[config.mk]
export PLATFORM = sky130hd
export DESIGN_NAME = mem_arbiter
export DESIGN_NICKNAME = d
export VERILOG_FILES = /design/src/rtl/mem_arbiter.sv
export SDC_FILE = /design/constraint.sdc
export NUM_CORES = 1
export LEC_CHECK = 0
export BUFFER_PORTS_ARGS = -buffer_cell sky130_fd_sc_hd__buf_2
export CORE_ASPECT_RATIO = 0.7
export CORE_MARGIN = 3
export CORE_UTILIZATION = 47
export CTS_BUF_LIST = sky130_fd_sc_hd__clkbuf_4
export DETAILED_ROUTE_END_ITERATION = 10
export GPL_TIMING_DRIVEN = 0
export PLACE_DENSITY = 0.87
export SLEW_MARGIN = 20
export SYNTH_ARGS = -nofsm -noshare
export SYNTH_HDL_FRONTEND = slang
export SYNTH_SLANG_ARGS = --single-unit
[constraint.sdc]
create_clock -name CLK -period 1.82 [get_ports CLK]
set_input_delay 0.273 -clock CLK [delete_from_list [all_inputs] [get_ports CLK]]
set_output_delay 0.273 -clock CLK [all_outputs]
set_load 0.05 [all_outputs]
[src/rtl/mem_arbiter.sv]
// Arbitrates instruction-fetch and data requests onto one single-port memory with fixed read latency.
// Define MEM_ARB_RR_EN for round-robin arbitration; by default data always wins over fetch.
module mem_arbiter #(
  parameter int unsigned MEM_LAT = 2,  // legal range 1..4
  parameter int unsigned DATA_W  = 32
) (
  input  logic              CLK,
  input  logic              RST,
  input  logic              if_req,
  input  logic [DATA_W-1:0] if_addr,
  output logic [DATA_W-1:0] if_rdata,
  output logic              if_ack,
  output logic              if_stall,
  input  logic              d_req,
  input  logic              d_we,
  input  logic [DATA_W-1:0] d_addr,
  input  logic [DATA_W-1:0] d_wdata,
  output logic [DATA_W-1:0] d_rdata,
  output logic              d_ack,
  output logic              mem_en,
  output logic              mem_we,
  output logic [DATA_W-1:0] mem_addr,
  output logic [DATA_W-1:0] mem_wdata,
  input  logic [DATA_W-1:0] mem_rdata,
  output logic              busy
);

  localparam int unsigned CntW = 2;

  typedef enum logic [1:0] {StIdle, StIssue, StWait, StDone} state_e;

  state_e            state_q, state_d;
  logic [CntW-1:0]   cnt_q, cnt_d;
  logic              gnt_data_q, gnt_data_d;  // 1 = data port owns the transaction
  logic              we_q, we_d;
  logic [DATA_W-1:0] addr_q, addr_d;
  logic [DATA_W-1:0] wdata_q, wdata_d;
  logic [DATA_W-1:0] if_rdata_q, if_rdata_d;
  logic [DATA_W-1:0] d_rdata_q, d_rdata_d;
  logic              pick_data;

`ifdef MEM_ARB_RR_EN
  logic last_data_q, last_data_d;  // 0 = fetch was granted last
  assign pick_data = d_req & (~if_req | ~last_data_q);
`else
  assign pick_data = d_req;
`endif

  always_comb begin
    state_d    = state_q;
    cnt_d      = cnt_q;
    gnt_data_d = gnt_data_q;
    we_d       = we_q;
    addr_d     = addr_q;
    wdata_d    = wdata_q;
    if_rdata_d = if_rdata_q;
    d_rdata_d  = d_rdata_q;
`ifdef MEM_ARB_RR_EN
    last_data_d = last_data_q;
`endif
    unique case (state_q)
      StIdle: begin
        if (if_req | d_req) begin
          gnt_data_d = pick_data;
          we_d       = pick_data & d_we;
          addr_d     = pick_data ? d_addr : if_addr;
          wdata_d    = pick_data ? d_wdata : '0;
`ifdef MEM_ARB_RR_EN
          last_data_d = pick_data;
`endif
          state_d    = StIssue;
        end
      end
      StIssue: begin
        if (we_q) begin
          state_d = StDone;
        end else begin
          cnt_d   = CntW'(MEM_LAT - 1);
          state_d = StWait;
        end
      end
      StWait: begin
        if (cnt_q == '0) begin
          if (gnt_data_q) d_rdata_d = mem_rdata;
          else            if_rdata_d = mem_rdata;
          state_d = StDone;
        end else begin
          cnt_d = cnt_q - 1'b1;
        end
      end
      StDone:  state_d = StIdle;
      default: state_d = StIdle;
    endcase
  end

  always_ff @(posedge CLK) begin
    if (RST) begin
      state_q    <= StIdle;
      cnt_q      <= '0;
      gnt_data_q <= 1'b0;
      we_q       <= 1'b0;
      addr_q     <= '0;
      wdata_q    <= '0;
      if_rdata_q <= '0;
      d_rdata_q  <= '0;
`ifdef MEM_ARB_RR_EN
      last_data_q <= 1'b0;
`endif
    end else begin
      state_q    <= state_d;
      cnt_q      <= cnt_d;
      gnt_data_q <= gnt_data_d;
      we_q       <= we_d;
      addr_q     <= addr_d;
      wdata_q    <= wdata_d;
      if_rdata_q <= if_rdata_d;
      d_rdata_q  <= d_rdata_d;
`ifdef MEM_ARB_RR_EN
      last_data_q <= last_data_d;
`endif
    end
  end

  // Strobes and acks are masked during reset so an aborted transaction never completes.
  assign mem_en    = (state_q == StIssue) & ~RST;
  assign mem_we    = mem_en & we_q;
  assign mem_addr  = addr_q;
  assign mem_wdata = wdata_q;
  assign if_ack    = (state_q == StDone) & ~gnt_data_q & ~RST;
  assign d_ack     = (state_q == StDone) & gnt_data_q & ~RST;
  assign if_rdata  = if_rdata_q;
  assign d_rdata   = d_rdata_q;
  assign if_stall  = if_req & ~if_ack;
  assign busy      = (state_q != StIdle);

endmodule

# Word level (Yosys, flattened, before mapping)
# Cells that the tools add are included.
dict set report word_totals {
  ff_bits 134
  in_bits 133
  out_inout_bits 134
  wordCells 46
}
dict set report op_classes {
  add_sub_neg 1
  eq_ne 7
  n_mux 9
  bitwise 12
  n_reduce_logical 9
}
# cell count
set ops {}
lappend ops {{2-to-1 mux 32 bit} 2}
lappend ops {{AND reduction 3 bit} 3}
lappend ops {{bitwise AND 1 bit} 8}
lappend ops {{2-to-1 mux 2 bit} 4}
lappend ops {{!= test 2 bit (second input constant)} 4}
lappend ops {{one-hot mux 2 bit (4 select lines)} 1}
lappend ops {{equality test 2 bit (second input constant)} 2}
lappend ops {{zero test 2 bit} 2}
lappend ops {{one-hot mux 2 bit (2 select lines)} 1}
lappend ops {{AND reduction 2 bit} 2}
lappend ops {{nonzero test 2 bit} 2}
lappend ops {{NOT 1 bit} 3}
lappend ops {{equality test 2 x 1 -> 1 bit (second input constant)} 1}
lappend ops {{subtractor 2 x 1 -> 2 bit (second input constant)} 1}
lappend ops {{2-to-1 mux 1 bit} 1}
lappend ops {{OR 1 bit} 1}

# Logic depth before layout (Yosys ltp)
# Gate-level depths: netlist of run 1.
dict set report depth {
  word_depth 5
  depth_mapped 8
  ltp_nobuf 5
}

# Least setup slack after synthesis of run 1
# No wires, ideal clock.
dict set report synth_timing {
  path_kind {register -> output}
  startpoint {register state_q[0]}
  endpoint {output if_stall}
  arrival_time_ns 2.279
  t_required_ns 1.547
  slack_ns -0.732
  stages_incl_launch_ff 4
  n_path_buf 0
  cell_sequence {dfxtp_1 -> ha_1 -> nor3b_1 -> nor2b_1}
}
dict set report synth_between {
  elab_chain_len 5
}
# item line
set synth_rtl {}
lappend synth_rtl {{start: declaration} 32} ;# state_e state_q, state_d;
lappend synth_rtl {{start signal: assignment} 98} ;# state_q <= StIdle;
lappend synth_rtl {{start signal: assignment} 110} ;# state_q <= state_d;
lappend synth_rtl {{equality test 2 bit} 129} ;# assign if_ack = (state_q == StDone) & ~gnt_data_q & ~RST;
lappend synth_rtl {{bitwise AND 1 bit (2 in series)} 129}
lappend synth_rtl {{via if_ack} 12} ;# output logic if_ack,
lappend synth_rtl {{NOT 1 bit} 133} ;# assign if_stall = if_req & ~if_ack;
lappend synth_rtl {{bitwise AND 1 bit} 133}
lappend synth_rtl {{end: declaration} 13} ;# output logic if_stall,
# The timed path passes the listed nets, and every way through them passes these cells.

# Worst setup path after layout of run 1
dict set report layout_timing {
  startpoint {register state_q[0]}
  endpoint {output if_stall}
}
dict set report layout_between {
  elab_chain_len 5
}
# item line
set layout_rtl {}
lappend layout_rtl {{equality test 2 bit} 129}
lappend layout_rtl {{bitwise AND 1 bit (2 in series)} 129}
lappend layout_rtl {{NOT 1 bit} 133}
lappend layout_rtl {{bitwise AND 1 bit} 133}
# No other way between the ends.

==> results of run 1 <==
-- where the power goes --
part	internal (W)	switching, W
Clock	0.00112	0.00116
Sequential	0.00349	0.000324
Combinational	0.00165	0.00383
Total	0.00626	0.00532
-- registers in the layout, summed over array words and instances, names as in the netlist --
register / cells
cnt_q: 2
d_rdata: 32
gnt_data_q: 1
if_rdata: 32
mem_addr: 32
mem_wdata: 32
state_q: 2
we_q: 1
-- cells in the final DEF (no fill, tap or decap), drive strengths merged --
cell         netlist  layout
a211oi            33      33
a21oi             99      99
a221oi             1       1
a22o               1       1
a311oi             1       1
a31o               1       1
a31oi              1       1
a32o               1       1
and2               1       1
and3               2       2
and3b              1       1
buf               27     295
bufinv             0       4
clkbuf            24      46
clkinv             0       5
clkinvlp           0       2
dfxtp            134     134
dlygate4sd3        0      56
ha                 7       7
inv                6       9
mux2               1       1
mux2i             32      32
nand2            164     164
nand2b             1       1
nand3             34      34
nand3b             1       1
nor2              35      35
nor2b              3       3
nor3b              1       1
o21a               1       1
o21ai              2       2
or2                1       1
or3b               1       1
-- cell families (layout without fill, tap and decap cells) --
family                     after synthesis  after routing  share of synthesized area, %
muxes                                   33             33                         6.301
adders and majority gates                7              7                         1.664
AOI/OAI and AO/OA                      141            141                         16.95
DFF                                    134            134                         50.97
and+or+nand+nor                        245            245                         19.09
buffers and inverters                   57            417                         5.017
-- final cells by class --
cell class,instances,area [µm²]
clock buffers,18,135.1
multi-input cells,426,2392
fillers,820,2744
repair buffers,330,1997
inverters,6,32.53
plain buffers,49,251.5
well taps,148,185.2
flip-flops and latches,134,2690
clock inverters,14,200.2
-- worst reg2reg max path, stage by stage, from the launching register on --
cell and delay [ns]:
dfxtp_4 0.39, inv_4 0.08, ha_4 0.19, buf_4 0.19, clkbuf_1 0.40, nand3_1 0.19
a21oi_1 0.21
-- path summary, 6_finish.rpt --
kind                              start                          to
min reg2reg  mem_wdata[25]$_SDFFE_PP0P_  mem_wdata[25]$_SDFFE_PP0P_
min                          d_wdata[2]   mem_wdata[2]$_SDFFE_PP0P_
max reg2reg     state_q[0]$_SDFFE_PP0P_  mem_wdata[28]$_SDFFE_PP0P_
max             state_q[0]$_SDFFE_PP0P_                    if_stall
-- per-stage QoR --
| step | util, % | TNS, ns | power [W] | instances |
|---|---|---|---|---|
| finish | 74.18 | -0.03418 | 0.01158 | 1125 |
| global route | 74.18 | -0.2764 | 0.01216 | 1125 |
| CTS | 73.51 | -0.08586 | 0.01143 | 1121 |
| detailed placement | 63.85 | 0 | 0.008774 | 1030 |
| global placement | 63.85 | 0 | 0.008674 | 1030 |
| floorplan | - | 0 | 0.007549 | 617 |
-- metal layers --
metal | vias up | track usage, % | routed length, µm
met1 | 2793 | 34.27 | 7483
met3 | 47 | 8.094 | 1403
li1 | 2789 | - | -
met2 | 296 | 49.11 | 9087
met5 | - | 0 | 0
met4 | 0 | 9.602 | 438
-- repair_timing --
action / 4_1_cts / 5_1_grt
hold buffers: 56 / 0
endpoints found under the hold margin: 87 / 0
setup endpoints to repair: 12 / 72
pin swaps: 2 / 3
buffers inserted: 3 / 6
resized for setup: 34 / 26
==> flow_summary_export.csv, run 1 <==
group,metric,value,unit
critical_path,path_max_fanout,4,
run,drv_cap,0,
sta,setup_viol,1,
critical_path,critPathKind,"flop to output port",
clocking,cts.htree.levels,4,
final_layout,syn_to_final_growth,49.81,%
yosys,seq_area_frac_synth,50.97,%
yosys,yosysTopAreaCell,"dfxtp_1",
die,die-area,0.01252,mm²
route,drc,0,
critical_path,endpoint_kind,"output port",
sta,holdWs,0.04487,ns
die,fp.dieH,94.53,µm
sta,min_period,1.854,ns
route,drt_iter0_markers,353,
die,core,0.01063,mm²
clocking,cts_buffers,17,
yosys,ys_ff_latch,134,
place,hpwl,12140,µm
sta,skew,0.02072,ns
critical_path,crit_family,"flip-flops",
yosys,synth_area,0.005263,mm²
global_route,grt_antenna_before_repair,0,
outcome,outcome,"finished, violations left",
die,fp.dieW,132.5,µm
die,io_pins,267,
clocking,insertion_delay,0.51,ns
place,place_ws,0.04115,ns
final_layout,design_area,0.007884,mm²
yosys,netlist_instances,617,
pwr,power.density,1469,mW/mm²
critical_path,slowest_stage,"dfxtp_4",
critical_path,path_depth,4,
final_layout,nNetsFinal,1104,
critical_path,critPathRequiredTime,1.55,ns
route,wl_per_cell,16.37,µm
sta,finalHoldViolations,0,
clocking,clockBufferDepth,2,
global_route,grt_usage,28.34,%
yosys,synth-edff-count,0,
die,start_util,49.52,%
yosys,synth_common_cells,"nand2_1 (164), dfxtp_1 (134), a21oi_1 (99), nor2_1 (35), nand3_1 (34)",
sta,slew_headroom,51.59,%
worst_hold_path,hold_depth,3,
yosys,ys_types,35,
critical_path,worst_setup_path_start_kind,"flop",
critical_path,worstPathArrival,1.58,ns
worst_hold_path,hold_path_class,"primary input to flop",
yosys,synth_nets,757,
pwr,irDropWorstVdd,0.0009917,V
critical_path,cp_num_buf_inv,1,
clocking,cts-root-buf,"clkbuf_4",
pwr,leakagePower,3.648,nW
critical_path,critPathMaxStageDelay,0.39,ns
sta,report.final.slew_viol_count,0,
global_route,grt_pass1_wl,28510,µm
route,postRouteAntennaNets,0,
route,firstDrtPassIters,5,
sta,tightest_slew,0.7262,ns
critical_path,ff2ff_path_depth,6,
clocking,cts_tree,"built",
yosys,async_reset_ff_share,0,%
clocking,path_clk_slew,0.12,ns
global_route,overflow,0,
critical_path,ff2ff_setup_slack,0.10,ns
yosys,avgSynthCellArea,8.529,µm²
yosys,synth_area_leaders,"dfxtp_1 (51%), nand2_1 (12%), a21oi_1 (9.4%)",
place,dpl_cell_area,0.006785,mm²
sta,period_share,101.9,%
die,rows,31,
route,via_count,5925,
route,wirelength,18410,µm
place,numPortBuffers,265,
final_layout,drive_above_1_share,37.67,%
sta,clock.fmax,0.5393,GHz
sta,setup_ws,-0.03418,ns
clocking,cts_sinks,134,
final_layout,antenna_cells,0,
route,vias_per_cell,5.267,
critical_path,path_cells,"ha_4 -> nor3b_4 -> nor2b_2 -> buf_6",
global_route,grt_start_max_net_pins,17,
yosys,yosysWarnings,0,
place,place.gp.congestion,0.8352,
yosys,yosys_most_used_dff,"dfxtp_1",
sta,rsz0062_at_grt,"true",
outcome,violations,"negative setup slack",
global_route,first_global_vias,5749,
yosys,synth_most_common_cell,"nand2_1",
yosys,synth_top_area_share,50.97,%
(Power assumes the default switching activity.)
==> run 2: changes to the inputs <==
--- a/config.mk
+++ b/config.mk
@@ -12,6 +12,7 @@
 export CTS_BUF_LIST = sky130_fd_sc_hd__clkbuf_4
 export DETAILED_ROUTE_END_ITERATION = 10
 export GPL_TIMING_DRIVEN = 0
+export MAX_ROUTING_LAYER = met4
 export PLACE_DENSITY = 0.87
 export SLEW_MARGIN = 20
 export SYNTH_ARGS = -nofsm -noshare
==> run 2 against run 1 <==
The flow still finishes with violations (negative setup slack). Clock skew about the same. Worst hold slack worse by 0.0033 ns. Non-clock buffer count unchanged. Power about the same. Register-to-register slack about the same. Clock power about the same. Design area unchanged. Critical path type unchanged.
==> flow_summary_export.csv, run 2 (synthesized netlist as in run 1, its figures left out) <==
group,metric,value,unit
sta,min_period,1.862,ns
critical_path,cp_num_buf_inv,1,
route,drc,0,
outcome,outcome,"finished, violations left",
route,firstDrtPassIters,6,
global_route,grt_start_max_net_pins,17,
critical_path,worst_setup_path_start_kind,"flop",
critical_path,endpoint_kind,"output port",
die,rows,31,
final_layout,layout_common_cells,"buf_2 (271), nand2_1 (163), dfxtp_1 (132), a21oi_1 (99), dlygate4sd3_1 (56)",
clocking,cts-root-buf,"clkbuf_4",
pwr,leakagePower,3.648,nW
final_layout,nNetsFinal,1104,
worst_hold_path,hold_path_class,"primary input to flop",
sta,finalHoldViolations,0,
critical_path,critPathMaxStageDelay,0.39,ns
route,vias_per_cell,5.262,
die,core,0.01063,mm²
pwr,total_power,0.01159,W
global_route,grt_pass1_wl,28500,µm
clocking,cts_tree,"built",
critical_path,critPathKind,"flop to output port",
sta,report.final.slew_viol_count,0,
clocking,cts_sinks,134,
run,drv_cap,0,
sta,clock.fmax,0.5371,GHz
clocking,insertion_delay,0.51,ns
route,postRouteAntennaNets,0,
final_layout,fillers,820,
place,dp_cells,1030,
sta,period_share,102.3,%
critical_path,crit_family,"flip-flops",
global_route,first_global_vias,5749,
clocking,clockBufferDepth,2,
die,die-area,0.01252,mm²
clocking,path_clk_slew,0.12,ns
die,start_util,49.52,%
final_layout,instances_no_fill,1125,
final_layout,drive_above_1_share,37.67,%
sta,setup_ws,-0.04182,ns
route,wirelength,18440,µm
final_layout,syn_to_final_growth,49.81,%
route,via_count,5920,
sta,tightest_slew,0.7406,ns
critical_path,path_cells,"ha_4 -> nor3b_4 -> nor2b_2 -> buf_6",
route,wl_per_cell,16.39,µm
global_route,overflow,0,
sta,setup_viol,1,
final_layout,antenna_cells,0,
place,hpwl,12140,µm
sta,slew_headroom,50.63,%
die,fp.dieW,132.5,µm
outcome,violations,"negative setup slack",
final_layout,mostFrequentLayoutCell,"buf_2",
place,place.gp.congestion,0.8480,
critical_path,path_max_fanout,4,
clocking,cts_buffers,17,
clocking,cts.htree.levels,4,
route,drt_iter0_markers,412,
sta,timing.setup.tns,-0.04182,ns
die,io_pins,267,
critical_path,worstPathArrival,1.59,ns
die,fp.dieH,94.53,µm
place,numPortBuffers,265,
sta,skew,0.02072,ns
global_route,grt_antenna_before_repair,0,
global_route,grt_usage,29.22,%
critical_path,slowest_stage,"dfxtp_4",
pwr,irDropWorstVdd,0.0009919,V
sta,rsz0062_at_grt,"true",
pwr,power.density,1470,mW/mm²
critical_path,critPathRequiredTime,1.55,ns
==> run 2: cell counts in the layout (fill, tap and decap cells not counted) <==
No cell type changed its count.
==> run 2: repair_timing <==
| action | in CTS | in global routing |
|---|---|---|
| pin swaps | 2 | 3 |
| buffers inserted | 3 | 6 |
| hold buffers | 56 | 0 |
| hold endpoints to repair | 87 | 0 |
| gates resized for setup | 34 | 26 |
| endpoints found under the setup margin | 12 | 72 |
==> run 2: metrics by stage <==
step | hold WS (ns) | cell area [µm²] | worst slack (ns) | utilization (%)
2_1_floorplan | 0.4090 | 5274 | 0.1020 | -
3_3_place_gp | 0.4355 | 6785 | 0.06437 | 63.85
3_5_place_dp | 0.4414 | 6785 | 0.04115 | 63.85
4_1_cts | 0.001638 | 7812 | -0.04831 | 73.51
5_1_grt | 0.002878 | 7884 | -0.1243 | 74.18
6_report | 0.04159 | 7884 | -0.04182 | 74.18
==> run 2: worst reg2reg max path, delay by kind of cell (launching register included) <==
family	cells	cell delay (ns)
buffers and inverters	3	0.67
flip-flops	1	0.39
AO/OA/AOI/OAI	1	0.21
adder cells (fa/ha/maj)	1	0.19
AND/OR/NAND/NOR	1	0.18
==> run 2: path summary, 6_finish.rpt <==
| check | startpoint | endpoint | slack [ns] | cells after the start |
|---|---|---|---|---|
| worst max-delay path | state_q[0]$_SDFFE_PP0P_ | if_stall | -0.04 | 4 |
| worst min-delay path | d_wdata[2] | mem_wdata[2]$_SDFFE_PP0P_ | 0.04 | 3 |
| worst max register to register | state_q[0]$_SDFFE_PP0P_ | mem_wdata[28]$_SDFFE_PP0P_ | 0.10 | 6 |
| worst min register to register | mem_wdata[25]$_SDFFE_PP0P_ | mem_wdata[25]$_SDFFE_PP0P_ | 0.46 | 2 |
==> run 2: area by class of cell <==
| cell class | count | area [µm²] | area share [%] |
|---|---|---|---|
| inverters | 6 | 32.53 | 0.4126 |
| clock inverters | 14 | 200.2 | 2.539 |
| multi-input cells | 426 | 2392 | 30.34 |
| plain buffers | 49 | 251.5 | 3.190 |
| well taps | 148 | 185.2 | 2.349 |
| clock buffers | 18 | 135.1 | 1.714 |
| flip-flops and latches | 134 | 2690 | 34.12 |
| repair buffers | 330 | 1997 | 25.33 |
==> run 2: report_power, final <==
part	internal, W	total [W]	switching, W
clock network	0.00112	0.00229	0.00117
logic	0.00165	0.00548	0.00383
registers	0.00349	0.00382	0.000326
total	0.00626	0.0116	0.00533
==> run 2: per-layer routing <==
metal / vias up / track usage (%) / wire (µm)
met4: 0 / 9.775 / 485
li1: 2792 / - / -
met5: - / - / 0
met1: 2770 / 35.00 / 7478
met2: 303 / 48.98 / 9044
met3: 55 / 7.082 / 1430
==> run 3: changes to the inputs <==
--- a/config.mk
+++ b/config.mk
@@ -8,12 +8,12 @@
 export BUFFER_PORTS_ARGS = -buffer_cell sky130_fd_sc_hd__buf_2
 export CORE_ASPECT_RATIO = 0.7
 export CORE_MARGIN = 3
-export CORE_UTILIZATION = 47
+export CORE_UTILIZATION = 51
 export CTS_BUF_LIST = sky130_fd_sc_hd__clkbuf_4
 export DETAILED_ROUTE_END_ITERATION = 10
 export GPL_TIMING_DRIVEN = 0
 export MAX_ROUTING_LAYER = met4
-export PLACE_DENSITY = 0.87
+export PLACE_DENSITY = 0.93
 export SLEW_MARGIN = 20
 export SYNTH_ARGS = -nofsm -noshare
 export SYNTH_HDL_FRONTEND = slang
==> constraint.sdc (replaced) <==
create_clock -name CLK -period 2.35 [get_ports CLK]
set_input_delay 0.235 -clock CLK [delete_from_list [all_inputs] [get_ports CLK]]
set_output_delay 0.235 -clock CLK [all_outputs]
set_load 0.05 [all_outputs]
==> run 3 against run 2 <==
The run now ends clean. Power fell by 27%. Global-route usage rose by 2.6 points. Non-clock buffer count rose by 1. Combinational power down 27%. Cell count is 1.6% lower. Critical endpoint is now busy.
==> flow_summary_export.csv, run 3 (synthesized netlist as in run 1, its figures left out) <==
group,metric,value,unit
global_route,grt_antenna_before_repair,0,
final_layout,drive_above_1_share,34.87,%
clocking,insertion_delay,0.51,ns
sta,rsz0062_at_grt,"false",
worst_hold_path,hp-start,"if_addr[11]",
critical_path,path_cells,"inv_1 -> ha_1 -> buf_2 -> inv_2 -> buf_2",
critical_path,critPathRequiredTime,2.12,ns
clocking,path_clk_slew,0.12,ns
critical_path,crit_start,"state_q[0]$_SDFFE_PP0P_",
critical_path,critPathMaxStageDelay,0.42,ns
die,io_pins,267,
final_layout,nNetsFinal,1105,
global_route,overflow,0,
sta,period_share,87.98,%
clocking,cts_tree,"built",
critical_path,ff2ff_setup_slack,0.35,ns
die,core,0.009872,mm²
clocking,cts_sinks,134,
route,drt_iter0_markers,370,
critical_path,worstPathArrival,1.83,ns
final_layout,mostFrequentLayoutCell,"buf_2",
route,vias_per_cell,5.395,
die,rows,30,
route,met3_length,1535,µm
route,wl_per_cell,16.85,µm
clocking,cts-resized-gates,0,
clocking,clockBufferDepth,2,
sta,skew,0.02919,ns
pwr,irDropWorstVdd,0.0007425,V
route,wirelength,18650,µm
pwr,total_power,0.008416,W
place,place_ws,0.5489,ns
route,firstDrtPassIters,8,
sta,finalHoldViolations,0,
critical_path,endpoint_kind,"output port",
global_route,first_global_vias,5860,
run,drv_cap,0,
sta,holdWs,0.05894,ns
route,drc,0,
sta,min_period,2.068,ns
clocking,cts.htree.levels,4,
place,hpwl,12380,µm
pwr,leakagePower,3.575,nW
sta,setup_viol,0,
route,top_layer,"met4",
critical_path,critPathKind,"flop to output port",
die,fp.dieW,127.4,µm
global_route,grt_pass1_wl,28600,µm
final_layout,layout_common_cells,"buf_2 (281), nand2_1 (164), dfxtp_1 (134), a21oi_1 (99), dlygate4sd3_1 (65)",
critical_path,ff2ff_path_depth,7,
route,via_count,5972,
route,postRouteAntennaNets,0,
die,fp.dieH,90.99,µm
worst_hold_path,hold_path_class,"primary input to flop",
outcome,outcome,"finished, final reports clean",
critical_path,worst_setup_path_start_kind,"flop",
die,start_util,53.31,%
place,numPortBuffers,265,
final_layout,syn_to_final_growth,46.01,%
critical_path,path_max_fanout,19,
critical_path,r2r_start,"state_q[0]$_SDFFE_PP0P_",
route,wl_met1,7156,µm
route,met2WireLength,9265,µm
sta,timing.setup.tns,0,ns
critical_path,cp_common_cell,"buf_2",
die,die-area,0.01159,mm²
final_layout,post-route-util,77.83,%
critical_path,crit_end,"busy",
clocking,cts_buffers,17,
global_route,grt_start_max_net_pins,17,
place,place.gp.congestion,0.8962,
sta,setup_ws,0.2824,ns
final_layout,fillers,652,
sta,tightest_slew,0.6766,ns
sta,report.final.slew_viol_count,0,
global_route,grt_usage,31.81,%
sta,clock.fmax,0.4837,GHz
clocking,cts-root-buf,"clkbuf_4",
critical_path,r2r-end,"mem_wdata[6]$_SDFFE_PP0P_",
sta,slew_headroom,54.89,%
pwr,power.density,1095,mW/mm²
critical_path,slowest_stage,"dfxtp_1",
[run 3: per-stage QoR]
step,std cells,instance area [µm²]
after global routing,1106,7681
final,1107,7684
after CTS,1105,7665
after floorplan,617,5268
after detailed placement,1010,6754
after global placement,1010,6754
[run 3: area by class of cell]
type / count / area (µm²) / area share [%]
Antenna cell: 1 / 2.502 / 0.03257
Sequential cell: 134 / 2683 / 34.91
Clock inverter: 15 / 152.6 / 1.987
Buffer: 50 / 237.7 / 3.094
Multi-Input combinational cell: 426 / 2321 / 30.21
Inverter: 6 / 22.52 / 0.2931
Tap cell: 128 / 160.2 / 2.084
Timing Repair Buffer: 330 / 1977 / 25.73
Clock buffer: 17 / 127.6 / 1.661
[run 3: power breakdown]
| group | leakage, nW | total, W | switching [W] | internal [W] |
|---|---|---|---|---|
| registers | 1.09 | 0.00293 | 0.000237 | 0.00269 |
| logic | 2.34 | 0.00399 | 0.00290 | 0.00109 |
| clock network | 0.142 | 0.00150 | 0.000866 | 0.000633 |
[run 3: critical path: cells and delay by family, from the launching register on]
family | cells | cell delay, ns
buffers and inverters | 4 | 0.69
adders and majority gates | 1 | 0.22
DFF | 1 | 0.42
[run 3: metal layers]
metal,vias to the layer above,global-route usage [%]
li1,2793,-
met1,2760,35.48
met2,351,53.90
met3,68,7.995
met4,0,14.11
met5,-,-
[run 3: timing repair]
action	CTS	global route
setup buffers	0	0
hold endpoints to repair	95	2
endpoints found under the setup margin	0	1
hold buffers	63	2
[run 3: how the worst min path moves through the flow]
| stage | cells past startpoint | to |
|---|---|---|
| final | 3 | mem_addr[11]$_SDFFE_PP0P_ |
| after global placement | 2 | mem_wdata[31]$_SDFFE_PP0P_ |
| after detailed placement | 2 | mem_wdata[1]$_SDFFE_PP0P_ |
| after CTS | 3 | mem_wdata[30]$_SDFFE_PP0P_ |
| after global routing | 3 | mem_addr[4]$_SDFFE_PP0P_ |
| after floorplan | 2 | d_rdata[0]$_SDFFE_PP0P_ |
